`src/rtl/ram_dma.sv`:
```
// Block copy/fill engine driving one port of the 16 KiB x 8 work RAM.
// Copy alternates RD/WR per byte; fill streams WR cycles; hold freezes the engine.
//
// state | meaning
// IDLE  | waiting for start; transfer parameters latched on acceptance
// RD    | copy only: read source byte (data returns next cycle)
// WR    | write destination byte (fill byte or copied byte)
// FIN   | one-cycle done pulse, back to IDLE
module ram_dma #(
  parameter int AW = 14,
  parameter int DW = 8
) (
  input  logic          i_clk,
  input  logic          i_reset_n,
  input  logic          i_start,
  input  logic          i_mode,
  input  logic [AW-1:0] i_src,
  input  logic [AW-1:0] i_dst,
  input  logic [AW:0]   i_len,
  input  logic [DW-1:0] i_fill,
  input  logic          i_hold,
  output logic          o_busy,
  output logic          o_done,
  output logic [AW-1:0] o_ram_ad,
  output logic [DW-1:0] o_ram_din,
  input  logic [DW-1:0] i_ram_dout,
  output logic          o_ram_ce,
  output logic          o_ram_oce,
  output logic          o_ram_wre
);

  typedef enum logic [1:0] {S_IDLE, S_RD, S_WR, S_FIN} state_t;

  localparam logic [AW:0] CNT_ONE = (AW+1)'(1);

  state_t        r_state;
  state_t        w_state_nxt;
  logic          r_mode;
  logic [AW-1:0] r_src;
  logic [AW-1:0] r_dst;
  logic [AW:0]   r_cnt;
  logic [DW-1:0] r_fill;
  logic [DW-1:0] r_dbuf;
  logic          r_dbuf_v;
  logic          r_rd_d;

  logic w_accept;
  logic w_rd_go;
  logic w_wr_go;
  logic w_last;

  assign w_accept = (r_state == S_IDLE) && i_start;
  assign w_rd_go  = (r_state == S_RD) && !i_hold;
  assign w_wr_go  = (r_state == S_WR) && !i_hold;
  assign w_last   = (r_cnt == CNT_ONE);

  always_ff @(posedge i_clk or negedge i_reset_n) begin
    if (!i_reset_n) r_state <= S_IDLE;
    else            r_state <= w_state_nxt;
  end

  always_comb begin
    w_state_nxt = r_state;
    case (r_state)
      S_IDLE: begin
        if (i_start) begin
          if (i_len == '0) w_state_nxt = S_FIN;
          else if (i_mode) w_state_nxt = S_WR;
          else             w_state_nxt = S_RD;
        end
      end
      S_RD: if (!i_hold) w_state_nxt = S_WR;
      S_WR: begin
        if (!i_hold) begin
          if (w_last)      w_state_nxt = S_FIN;
          else if (r_mode) w_state_nxt = S_WR;
          else             w_state_nxt = S_RD;
        end
      end
      S_FIN:   w_state_nxt = S_IDLE;
      default: w_state_nxt = S_IDLE;
    endcase
  end

  always_comb begin
    o_busy    = 1'b0;
    o_done    = 1'b0;
    o_ram_ce  = 1'b0;
    o_ram_wre = 1'b0;
    o_ram_ad  = '0;
    o_ram_din = '0;
    case (r_state)
      S_RD: begin
        o_busy   = 1'b1;
        o_ram_ce = !i_hold;
        o_ram_ad = r_src;
      end
      S_WR: begin
        o_busy    = 1'b1;
        o_ram_ce  = !i_hold;
        o_ram_wre = !i_hold;
        o_ram_ad  = r_dst;
        o_ram_din = r_mode ? r_fill : (r_dbuf_v ? r_dbuf : i_ram_dout);
      end
      S_FIN:   o_done = 1'b1;
      default: ;
    endcase
  end

  assign o_ram_oce = 1'b1;

  always_ff @(posedge i_clk or negedge i_reset_n) begin
    if (!i_reset_n) begin
      r_mode <= 1'b0;
      r_src  <= '0;
      r_dst  <= '0;
      r_cnt  <= '0;
      r_fill <= '0;
    end else begin
      if (w_accept) begin
        r_mode <= i_mode;
        r_src  <= i_src;
        r_dst  <= i_dst;
        r_cnt  <= i_len;
        r_fill <= i_fill;
      end
      if (w_rd_go) r_src <= r_src + 1'b1;
      if (w_wr_go) begin
        r_dst <= r_dst + 1'b1;
        r_cnt <= r_cnt - 1'b1;
      end
    end
  end

  // RAM output register refreshes every clock, so a read byte must be parked if WR is held.
  always_ff @(posedge i_clk or negedge i_reset_n) begin
    if (!i_reset_n) begin
      r_rd_d   <= 1'b0;
      r_dbuf   <= '0;
      r_dbuf_v <= 1'b0;
    end else begin
      r_rd_d <= w_rd_go;
      if (r_rd_d) r_dbuf <= i_ram_dout;
      if (w_wr_go)     r_dbuf_v <= 1'b0;
      else if (r_rd_d) r_dbuf_v <= 1'b1;
    end
  end

endmodule

```
`config.mk`:
```
export PLATFORM = sky130hd
export DESIGN_NAME = ram_dma
export DESIGN_NICKNAME = d
export VERILOG_FILES = /design/src/rtl/ram_dma.sv
export SDC_FILE = /design/constraint.sdc
export NUM_CORES = 1
export LEC_CHECK = 0
export ABC_AREA = 1
export BUFFER_PORTS_ARGS = -buffer_cell sky130_fd_sc_hd__buf_2
export CAP_MARGIN = 20
export CORE_MARGIN = 2
export CORE_UTILIZATION = 55
export CTS_CLUSTER_SIZE = 28
export DETAILED_ROUTE_END_ITERATION = 8
export PLACE_DENSITY = 0.81
export SETUP_SLACK_MARGIN = 0.02
export SLEW_MARGIN = 20
export SYNTH_ARGS = -nofsm -noshare
export SYNTH_HDL_FRONTEND = slang
export SYNTH_SLANG_ARGS = --single-unit
```
`constraint.sdc`:
```
create_clock -name i_clk -period 4.1 [get_ports i_clk]
set_input_delay 0.205 -clock i_clk [delete_from_list [all_inputs] [get_ports i_clk]]
set_output_delay 0.205 -clock i_clk [all_outputs]
set_load 0.03 [all_outputs]
```
==> impl_metrics.toml <==
[place]
gp_congestion = 0.9397
port_buffers = 89
dpl.hpwl_um = 8103
dp.cells = 794
placed_cell_area_um2 = 4672

[logic_synthesis]
synth-simple-area-share_pct = 33.09
postSynthCellCount = 627
synth_compound_area_share_pct = 15.43
synth.distinct_cells = 37
yosysWarnings = 0
ys_seq_elements = 64
synth_fa_ha_area_share_pct = 2.973
synth_fp_nets = 701
muxShareOfSynthArea_pct = 0.2675
synth_top_family_by_area = "simple AND/OR/NAND/NOR gates"
synth_xor_area_share_pct = 1.249
synthesis.area_um2 = 4209
ys_seq_area_share_pct = 38.05
synth_area_per_cell_um2 = 6.713

[global_routing]
antenna_found_initial = 0
grt_max_degree = 37
grt_pass1_vias = 4051
grt_pass1_wl_um = 18550
overflow = 0
grt_use_total_pct = 27.25

[clock_tree]
post-cts-setup-buffer-count = 0
clk_latency_ns = 0.34
clockBufferDepth = 2
clkTransAtPathRegs_ns = 0.07
cts_sinks = 64
cts_tree = "done"
cts_made_buffers = 9
h-tree-depth = 3
clock-root-buffer = "clkbuf_8"

[job]
drv_cap = 0

[layout]
fin_cells = 810
register_area_um2 = 1602
final_core_util_pct = 66.87
drive_above_1_share_pct = 16.32
fillers = 646
final_common_cell = "nand2_1"
final_area_um2 = 4902
mostFrequentLayoutCells = "192 x nand2_1, 89 x buf_2, 79 x nor2_1"
area_growth_pct = 16.47
nets = 781
diodes = 0
multi_input_area_um2 = 2235

[power_and_ir_drop]
pwr-share-clk_pct = 16.4
pwr-share-seq_pct = 34.4
power_w = 0.003753
switching_share_pct = 48.95
power_density_nw_per_um2 = 765.5
internal_power_w = 0.001916
power_frac_comb_pct = 49.2
p_sw_w = 0.001837
p_leak_nw = 2.455
ir_drop_mv = 0.3913

[critical_path]
cp_max_fo = 21
critPathKind = "flip-flop to flip-flop"
rr_endpoint = "r_src[12]"
cp_data_required_time_ns = 4.33
cp.arrival_ns = 2.89
startpoint_type = "flip-flop"
ff2ff_path_depth = 8
crit_path_end_kind = "flip-flop"
rrSetupSlack_ns = 1.43
r2r_start = "r_state[1]"

[drt]
routed_wl_um = 10980
wl_per_cell_um = 13.55
dr.first_iter.drc_count = 224
viasPerCell = 5.386
detail-route-antenna-nets = 0
vias = 4363
first_pass_iters = 5
drc = 0

[floorplan]
die_h_um = 91.48
num_rows = 31
start_util_pct = 57.42
die_x_um = 91.48
die_area_um2 = 8369
ios = 91
core_um2 = 7331

[timing]
final_max_slew_viol_count = 0
rsz0062_at_grt = "false"
tightest_slew_ns = 0.7552
setup_viol_count_final = 0
fin_skew_ns = 0.006775
period_share_pct = 65.04
finalHoldViolations = 0
min_period_ns = 2.667
fmax_mhz = 375.0
relSlewSlack_pct = 49.60
setup_tns_ns = 0

[hold_path]
hold_path_end = "r_mode"
hold_start = "i_mode"
min_path_type = "input port to flip-flop"
whs_path_depth = 3

[run_status]
status = "completed"
area by class of cell:
class,count,area share [%]
inverter,69,5.283
timing repair buffer,91,9.444
clock buffer,12,3.165
sequential,64,32.67
multi-input combinational,472,45.58
clock inverter,3,1.327
tap,99,2.527
cell families after synthesis:
logic type,count (synthesis)
xor gates and xnor gates,6
AOI/OAI and AO/OA,118
muxes,1
buffers and inverters,91
and+or+nand+nor,336
adders and majority gates,10
DFF,64
other,1
Yosys cell counts, drive strengths merged:
cell / n / area [um2]
o211ai: 10 / 75.07
and2: 1 / 6.260
nand3: 43 / 215.2
nand4: 7 / 43.79
clkbuf: 7 / 26.28
or2: 2 / 12.52
nand3b: 3 / 22.52
o221ai: 2 / 17.52
o21ai: 55 / 275.3
nand2: 193 / 727.0
inv: 69 / 259.0
a22oi: 1 / 7.510
ha: 10 / 125.1
a21boi: 2 / 15.01
xnor2: 3 / 26.28
conb: 1 / 3.750
a21o: 1 / 7.510
o22ai: 3 / 18.77
nor3: 4 / 20.02
buf: 15 / 87.58
dfrtp: 64 / 1602
a21oi: 39 / 195.2
xor2: 3 / 26.28
o21bai: 3 / 22.52
nor2: 83 / 345.3
mux2: 1 / 11.26
a211oi: 2 / 15.01
metal layers:
metal  track usage, %  share of wire (%)  up-vias  wire, um
met5                0                  0        -         0
met4            10.98                2.2        0       247
met3            4.315                7.8       24       853
met2            44.30                 47      164      5145
met1            36.25                 43     2002      4732
li1                 -                  -     2173         -
power groups by stage:
stage                     clock network, W  logic (W)  registers [W]
after floorplan                          0    0.00147        0.00116
after global placement                   0    0.00179        0.00127
after detailed placement                 0    0.00183        0.00129
after CTS                         0.000621    0.00185        0.00128
after global routing              0.000654    0.00208        0.00133
final                             0.000615    0.00185        0.00129
worst max path at each step:
stage | start | endpoint | slack, ns | cells past startpoint
global placement | r_state[1] | r_src[2] | 1.62 | 8
detailed placement | r_state[1] | r_src[12] | 1.43 | 8
floorplan | r_state[0] | o_ram_ad[10] | 2.14 | 5
finish | r_state[1] | r_src[12] | 1.43 | 8
global route | r_state[1] | r_src[3] | 1.15 | 7
CTS | r_state[1] | r_src[12] | 1.45 | 8
state kept, by name, indices dropped and copies added, names as in the netlist:
name	flops
r_dbuf	8
r_cnt	15
r_state	2
r_dst	14
r_dbuf_v	1
r_mode	1
r_rd_d	1
r_src	14
r_fill	8
through the flow:
| stage | setup slack (ns) | hold WS [ns] |
|---|---|---|
| 3_5_place_dp | 1.434 | 0.3192 |
| 2_1_floorplan | 2.141 | -0.09059 |
| 4_1_cts | 1.452 | 0.07120 |
| 6_report | 1.433 | 0.07933 |
| 3_3_place_gp | 1.625 | 0.3200 |
| 5_1_grt | 1.151 | 0.08799 |
repair_timing:
item,4_1_cts,5_1_grt
hold buffers,1,0
hold endpoints to repair,33,0
resized for setup,0,0
worst max-delay path: stages, from the launching register on:
cell	delay, ns
dfrtp_1	0.42
inv_1	0.12
ha_1	0.49
inv_1	0.15
nor2_2	0.61
nor2_1	0.37
nand2_1	0.15
o21ai_0	0.09
o21bai_1	0.15
Power figures use the tool's default switching activity.
